[config.mk]
export PLATFORM = sky130hd
export DESIGN_NAME = uart_fifo
export DESIGN_NICKNAME = d
export VERILOG_FILES = /design/src/rtl/uart_fifo.sv
export SDC_FILE = /design/constraint.sdc
export NUM_CORES = 1
export LEC_CHECK = 0
export CAP_MARGIN = 20
export CORE_MARGIN = 2
export CORE_UTILIZATION = 35
export CTS_CLUSTER_DIAMETER = 100
export DETAILED_ROUTE_END_ITERATION = 6
export PLACE_DENSITY_LB_ADDON = 0.2
export SLEW_MARGIN = 20
export SYNTH_ARGS = -nofsm -noshare
export SYNTH_HDL_FRONTEND = slang
export SYNTH_SLANG_ARGS = --single-unit
[constraint.sdc]
create_clock -name clk -period 7.4 [get_ports clk]
set_input_delay 1.85 -clock clk [delete_from_list [all_inputs] [get_ports clk]]
set_output_delay 1.85 -clock clk [all_outputs]
set_load 0.01 [all_outputs]
[src/rtl/uart_fifo.sv]
// Buffered UART with TX/RX FIFOs, optional parity and sticky error flags. TX pops one cycle after a push.
// Writes are dropped when the TX FIFO is full; RX words are dropped (and overrun set) when the RX FIFO is full.
module uart_fifo #(
    parameter int CLK_FREQ      = 48_000_000,
    parameter int BIT_FREQ      = 115_200,
    parameter int DATA_BITS     = 8,
    parameter int PARITY        = 0,
    parameter int TX_DEPTH_LOG2 = 4,
    parameter int RX_DEPTH_LOG2 = 4
) (
    input  logic                 clk,
    input  logic                 rst,
    input  logic [DATA_BITS-1:0] tx_data,
    input  logic                 wr,
    output logic                 tx_full,
    output logic                 tx_empty,
    output logic [DATA_BITS-1:0] rx_data,
    input  logic                 rd,
    output logic                 valid,
    output logic                 line_break,
    output logic                 overrun,
    output logic                 parity_err,
    output logic                 frame_err,
    input  logic                 clr_err,
    input  logic                 rx,
    output logic                 tx
);

    localparam int DIV = CLK_FREQ / BIT_FREQ;
    localparam int CW  = $clog2(DIV);
    localparam int BW  = (DATA_BITS > 1) ? $clog2(DATA_BITS) : 1;
    localparam int TXD = 1 << TX_DEPTH_LOG2;
    localparam int RXD = 1 << RX_DEPTH_LOG2;
    localparam logic [CW-1:0] DIV_LAST  = CW'(DIV - 1);
    localparam logic [CW-1:0] HALF_LAST = CW'(DIV / 2 - 1);
    localparam logic [BW-1:0] BIT_LAST  = BW'(DATA_BITS - 1);

    // ---------------- TX FIFO ----------------
    logic [DATA_BITS-1:0]   txq [TXD];
    logic [TX_DEPTH_LOG2-1:0] txq_wp, txq_rp;
    logic [TX_DEPTH_LOG2:0]   txq_cnt;
    logic                     tx_push, tx_pop;

    assign tx_full = (txq_cnt == (TX_DEPTH_LOG2+1)'(TXD));
    assign tx_push = wr && !tx_full;

    always_ff @(posedge clk) begin
        if (tx_push) txq[txq_wp] <= tx_data;
    end

    always_ff @(posedge clk) begin
        if (rst) begin
            txq_wp  <= '0;
            txq_rp  <= '0;
            txq_cnt <= '0;
        end else begin
            if (tx_push) txq_wp <= txq_wp + 1'b1;
            if (tx_pop)  txq_rp <= txq_rp + 1'b1;
            case ({tx_push, tx_pop})
                2'b10:   txq_cnt <= txq_cnt + 1'b1;
                2'b01:   txq_cnt <= txq_cnt - 1'b1;
                default: txq_cnt <= txq_cnt;
            endcase
        end
    end

    // ---------------- TX engine ----------------
    typedef enum logic [2:0] {T_IDLE, T_START, T_DATA, T_PAR, T_STOP} tx_state_t;
    tx_state_t            tx_state, tx_state_n;
    logic [CW-1:0]        tx_cnt;
    logic [BW-1:0]        tx_bit;
    logic [DATA_BITS-1:0] tx_sh;
    logic                 tx_par, tx_tick, tx_line;

    assign tx_tick  = (tx_cnt == DIV_LAST);
    assign tx       = tx_line;
    assign tx_empty = (txq_cnt == '0) && (tx_state == T_IDLE);

    always_ff @(posedge clk) begin
        if (rst) tx_state <= T_IDLE;
        else     tx_state <= tx_state_n;
    end

    always_comb begin
        tx_state_n = tx_state;
        tx_pop     = 1'b0;
        tx_line    = 1'b1;
        case (tx_state)
            T_IDLE: begin
                if (txq_cnt != '0) begin
                    tx_pop     = 1'b1;
                    tx_state_n = T_START;
                end
            end
            T_START: begin
                tx_line = 1'b0;
                if (tx_tick) tx_state_n = T_DATA;
            end
            T_DATA: begin
                tx_line = tx_sh[0];
                if (tx_tick && tx_bit == BIT_LAST)
                    tx_state_n = (PARITY != 0) ? T_PAR : T_STOP;
            end
            T_PAR: begin
                tx_line = tx_par;
                if (tx_tick) tx_state_n = T_STOP;
            end
            T_STOP: begin
                // Reload straight from STOP so consecutive frames share exactly one stop bit.
                if (tx_tick) begin
                    if (txq_cnt != '0) begin
                        tx_pop     = 1'b1;
                        tx_state_n = T_START;
                    end else begin
                        tx_state_n = T_IDLE;
                    end
                end
            end
            default: tx_state_n = T_IDLE;
        endcase
    end

    always_ff @(posedge clk) begin
        if (rst) begin
            tx_cnt <= '0;
            tx_bit <= '0;
            tx_sh  <= '0;
            tx_par <= 1'b0;
        end else if (tx_pop) begin
            tx_cnt <= '0;
            tx_bit <= '0;
            tx_sh  <= txq[txq_rp];
            tx_par <= (PARITY == 1) ? ~^txq[txq_rp] : ^txq[txq_rp];
        end else if (tx_state != T_IDLE) begin
            if (tx_tick) begin
                tx_cnt <= '0;
                if (tx_state == T_DATA) begin
                    tx_sh  <= tx_sh >> 1;
                    tx_bit <= tx_bit + 1'b1;
                end
            end else begin
                tx_cnt <= tx_cnt + 1'b1;
            end
        end
    end

    // ---------------- RX front end ----------------
    logic [1:0] rx_sync;
    logic       rx_s, rx_prev;

    assign rx_s = rx_sync[1];

    always_ff @(posedge clk) begin
        if (rst) begin
            rx_sync <= 2'b11;
            rx_prev <= 1'b1;
        end else begin
            rx_sync <= {rx_sync[0], rx};
            rx_prev <= rx_s;
        end
    end

    typedef enum logic [2:0] {R_IDLE, R_START, R_DATA, R_PAR, R_STOP, R_BRK} rx_state_t;
    rx_state_t            rx_state, rx_state_n;
    logic [CW-1:0]        rx_cnt;
    logic [BW-1:0]        rx_bit;
    logic [DATA_BITS-1:0] rx_sh;
    logic                 rx_par, rx_tick, rx_push, par_bad, frm_set;

    assign rx_tick    = (rx_cnt == ((rx_state == R_START) ? HALF_LAST : DIV_LAST));
    assign line_break = (rx_state == R_BRK);

    always_ff @(posedge clk) begin
        if (rst) rx_state <= R_IDLE;
        else     rx_state <= rx_state_n;
    end

    always_comb begin
        rx_state_n = rx_state;
        rx_push    = 1'b0;
        par_bad    = 1'b0;
        frm_set    = 1'b0;
        case (rx_state)
            R_IDLE:  if (rx_prev && !rx_s) rx_state_n = R_START;
            R_START: if (rx_tick) rx_state_n = rx_s ? R_IDLE : R_DATA;
            R_DATA: begin
                if (rx_tick && rx_bit == BIT_LAST)
                    rx_state_n = (PARITY != 0) ? R_PAR : R_STOP;
            end
            R_PAR:   if (rx_tick) rx_state_n = R_STOP;
            R_STOP: begin
                if (rx_tick) begin
                    if (rx_s) begin
                        rx_state_n = R_IDLE;
                        rx_push    = 1'b1;
                        par_bad    = (PARITY != 0) &&
                                     (rx_par != ((PARITY == 1) ? ~^rx_sh : ^rx_sh));
                    end else if (rx_sh == '0) begin
                        rx_state_n = R_BRK;
                    end else begin
                        rx_state_n = R_IDLE;
                        frm_set    = 1'b1;
                    end
                end
            end
            R_BRK:   if (rx_s) rx_state_n = R_IDLE;
            default: rx_state_n = R_IDLE;
        endcase
    end

    always_ff @(posedge clk) begin
        if (rst) begin
            rx_cnt <= '0;
            rx_bit <= '0;
            rx_sh  <= '0;
            rx_par <= 1'b0;
        end else begin
            if (rx_state == R_IDLE || rx_state == R_BRK || rx_tick) rx_cnt <= '0;
            else                                                  rx_cnt <= rx_cnt + 1'b1;
            if (rx_state == R_START) rx_bit <= '0;
            if (rx_state == R_DATA && rx_tick) begin
                rx_sh  <= {rx_s, rx_sh[DATA_BITS-1:1]};
                rx_bit <= rx_bit + 1'b1;
            end
            if (rx_state == R_PAR && rx_tick) rx_par <= rx_s;
        end
    end

    // ---------------- RX FIFO ----------------
    logic [DATA_BITS-1:0]     rxq [RXD];
    logic [RX_DEPTH_LOG2-1:0] rxq_wp, rxq_rp;
    logic [RX_DEPTH_LOG2:0]   rxq_cnt;
    logic                     rx_full, rx_pop, rx_acc, ovr_set;

    assign valid   = (rxq_cnt != '0);
    assign rx_full = (rxq_cnt == (RX_DEPTH_LOG2+1)'(RXD));
    assign rx_pop  = rd && valid;
    assign rx_acc  = rx_push && (!rx_full || rx_pop);
    assign ovr_set = rx_push && rx_full && !rx_pop;
    assign rx_data = valid ? rxq[rxq_rp] : '0;

    always_ff @(posedge clk) begin
        if (rx_acc) rxq[rxq_wp] <= rx_sh;
    end

    always_ff @(posedge clk) begin
        if (rst) begin
            rxq_wp  <= '0;
            rxq_rp  <= '0;
            rxq_cnt <= '0;
        end else begin
            if (rx_acc) rxq_wp <= rxq_wp + 1'b1;
            if (rx_pop) rxq_rp <= rxq_rp + 1'b1;
            case ({rx_acc, rx_pop})
                2'b10:   rxq_cnt <= rxq_cnt + 1'b1;
                2'b01:   rxq_cnt <= rxq_cnt - 1'b1;
                default: rxq_cnt <= rxq_cnt;
            endcase
        end
    end

    // Sticky flags: a set event in the same cycle as clr_err wins.
    always_ff @(posedge clk) begin
        if (rst) begin
            overrun    <= 1'b0;
            parity_err <= 1'b0;
            frame_err  <= 1'b0;
        end else begin
            overrun    <= ovr_set | (overrun    & ~clr_err);
            parity_err <= par_bad | (parity_err & ~clr_err);
            frame_err  <= frm_set | (frame_err  & ~clr_err);
        end
    end

endmodule

==> out/qor.yml <==
status:
  status: "finished, final reports clean"
clocking:
  root_buffer: "clkbuf_16"
  clkLatencyLatePin_ns: 0.55
  cts_tree: "built"
  post_cts_buffers: 0
  path_clk_slew_ns: 0.06
  htreeDepth: 2
  clk_path_buf_depth: 3
  cts_sinks: 343
  numCtsBuffers: 38
  hold_buffers: 0
  post_cts_resized: 0
pwr:
  p_leak_nw: 5.23
  ir_drop_v: 0.000193
  p_per_area_mw_per_mm2: 329
routing:
  via_per_inst: 4.84
  drc: 0
  drt_iter0_markers: 416
  drt_wl_total_mm: 27.3
  wl_per_cell_um: 18.7
  drt_first_pass_iters: 4
  antenna_left: 0
  dr_total_vias: 7096
worst_setup_path:
  start_kind: "flip-flop"
  ff2ff_path_depth: 6
  endpoint_kind: "output pin"
  worstSetupPathType: "flip-flop to output pin"
  cp_data_arrival_time_ns: 3.16
  r2r_end: "rxq[15][4]$_DFFE_PP_"
  timing.rr.start: "rx_state[0]$_SDFFE_PP0P_"
  crit_end: "rx_data[3]"
  worstPathMaxFanout: 32
  required_ns: 5.55
  r2r_slack_ns: 3.43
logic_synthesis:
  syn_inst: 877
  synthArstFlopShare_pct: 0
  ys_warn_count: 0
  ys_types: 50
  synth.avg_cell_area_um2: 15.8
  synth_area_leaders: "edfxtp_1 56%, dfxtp_1 13%, mux4_2 12%, nor2_1 2.9%, ha_1 2.1%"
  syn_nets: 916
  synth-seq-cells: 343
  synth_area_leader_cell: "edfxtp_1"
  syn_area_mm2: 0.0138
  synth-edff-count: 256
  ys_seq_area_share_pct: 68.2
  yosysMostFrequentCell: "edfxtp_1"
  synth_common_cells: "256 x edfxtp_1, 108 x nor2_1, 87 x dfxtp_1, 72 x mux4_2, 45 x nand2_1"
  ys.flop_type: "edfxtp_1"
  yosys.area.top_type_share_pct: 55.6
sta:
  whs_ns: 0.416
  min_period_ns: 5.01
  fmax_ghz: 0.200
  tightest_slew_ns: 0.961
  hold_viol: 0
  finalClockSkew_ns: 0.0230
  period_share_pct: 67.7
  tns_ns: 0
  setup_viol: 0
  rsz0062_at_grt: "false"
  slew_headroom_pct: 35.7
  slew_violations: 0
run:
  maxCapViolCount: 0
finish:
  nets: 959
  antenna_cells: 0
  final_core_util_pct: 40.9
  area_delta_synth_final_pct: 14.8
  drive_gt1_share_pct: 17.2
  nFillCells: 3491
global_route:
  grt_pass1_vias: 7320
  antenna_found_initial: 0
  grt_use_total_pct: 13.8
  use_met1_pct: 18.4
  grt_most_used_layer: "met2"
  gr-usage-met2_pct: 22.7
  grt_use_met3_pct: 2.97
  grt_overflow: 0
  grt_max_degree: 51
  grt_pass1_wl_mm: 43.0
placement:
  gp_congestion: 0.708
  io_buffers: 29
  dpl.hpwl_mm: 16.8
die:
  die_h_um: 203
  ioPinCount: 30
  die_x_um: 203
  initial_utilization_pct: 35.6
  dieArea_mm2: 0.0411
  fp-row-count: 72
  core_area_mm2: 0.0388
hold_path:
  min_path_type: "flip-flop to flip-flop"
==> kinds of logic (layout without fill, tap and decap cells) <==
| family | count (synthesis) | in the layout | synth area share (%) |
|---|---|---|---|
| AOI/OAI and AO/OA | 73 | 73 | 3.68 |
| xor gates and xnor gates | 44 | 44 | 2.79 |
| adders and majority gates | 25 | 25 | 2.37 |
| buffers and inverters | 64 | 135 | 1.79 |
| DFF | 343 | 343 | 68.2 |
| muxes | 94 | 94 | 13.3 |
| and+or+nand+nor | 234 | 234 | 7.86 |
==> routing by layer <==
layer	vias up	routed length (um)
met5	-	0
met1	3540	12500
met4	0	638
li1	3394	-
met2	111	13000
met3	51	1210
==> where the power goes <==
part / total, mW / internal, mW / switching [mW]
Sequential: 2.21 / 2.15 / 0.0640
Combinational: 1.26 / 0.606 / 0.657
Clock: 1.76 / 1.01 / 0.752
Total: 5.23 / 3.76 / 1.47
==> sequential cells by signal, summed over array words and instances, names as in the netlist, 5 cells and up, named ones only <==
signal   cells
rx_cnt       9
rx_sh        8
rxq        128
rxq_cnt      5
tx_cnt       9
tx_sh        8
txq        128
txq_cnt      5
==> placed cells by master, fill, tap and decap left out, types with 4 or more instances in the layout <==
cell and instances:
xnor2_1 21, clkbuf_16 39, a21oi_1 19, nor4_1 4, buf_4 16, or2_2 4, dfxtp_1 85, edfxtp_1 256
a31oi_1 4, nand2_1 45, mux2i_1 22, mux4_2 72, nor2_1 108, clkinv_2 9, o21ai_0 6, nand4_1 6
nand2b_1 11, ha_1 23, nand3_1 11, clkinv_1 10, a211oi_1 11, clkdlybuf4s50_1 28, clkbuf_1 4, xor2_1 23
nor3_1 16, a22oi_1 16, and2_1 13, inv_1 22
==> cell type report <==
class | count | area (um2) | share of cell area [%]
repair buffers | 45 | 405 | 2.55
clock buffers | 44 | 1000 | 6.33
well taps | 518 | 648 | 4.08
flip-flops and latches | 343 | 9430 | 59.4
multi-input cells | 470 | 4160 | 26.2
clock inverters | 24 | 145 | 0.914
inverters | 22 | 82.6 | 0.520
==> how the worst min path moves through the flow <==
stage	cells past startpoint	endpoint	from
5_1_grt	1	rx_sync[1]$_SDFF_PP1_	rx_sync[0]$_SDFF_PP1_
3_5_place_dp	1	rx_sync[1]$_SDFF_PP1_	rx_sync[0]$_SDFF_PP1_
2_1_floorplan	1	rx_sync[1]$_SDFF_PP1_	rx_sync[0]$_SDFF_PP1_
6_report	1	rx_sync[1]$_SDFF_PP1_	rx_sync[0]$_SDFF_PP1_
3_3_place_gp	1	rx_sync[1]$_SDFF_PP1_	rx_sync[0]$_SDFF_PP1_
4_1_cts	1	rx_sync[1]$_SDFF_PP1_	rx_sync[0]$_SDFF_PP1_
==> critical path: stages (launching register included) <==
cell	delay (ns)
dfxtp_2	0.31
buf_4	0.51
mux4_2	0.60
mux4_2	0.51
and2_1	0.18
clkdlybuf4s50_1	0.47
==> per-stage QoR <==
step | total power [mW] | setup WS, ns | cell area, um2 | std cells
after floorplan | 3.17 | 3.30 | 13800 | 877
after global placement | 3.54 | 2.80 | 14700 | 1397
after detailed placement | 3.54 | 2.90 | 14700 | 1397
after CTS | 5.31 | 2.31 | 15900 | 1465
after global routing | 5.53 | 2.24 | 15900 | 1466
final | 5.23 | 2.39 | 15900 | 1466
Power figures use the tool's default switching activity.
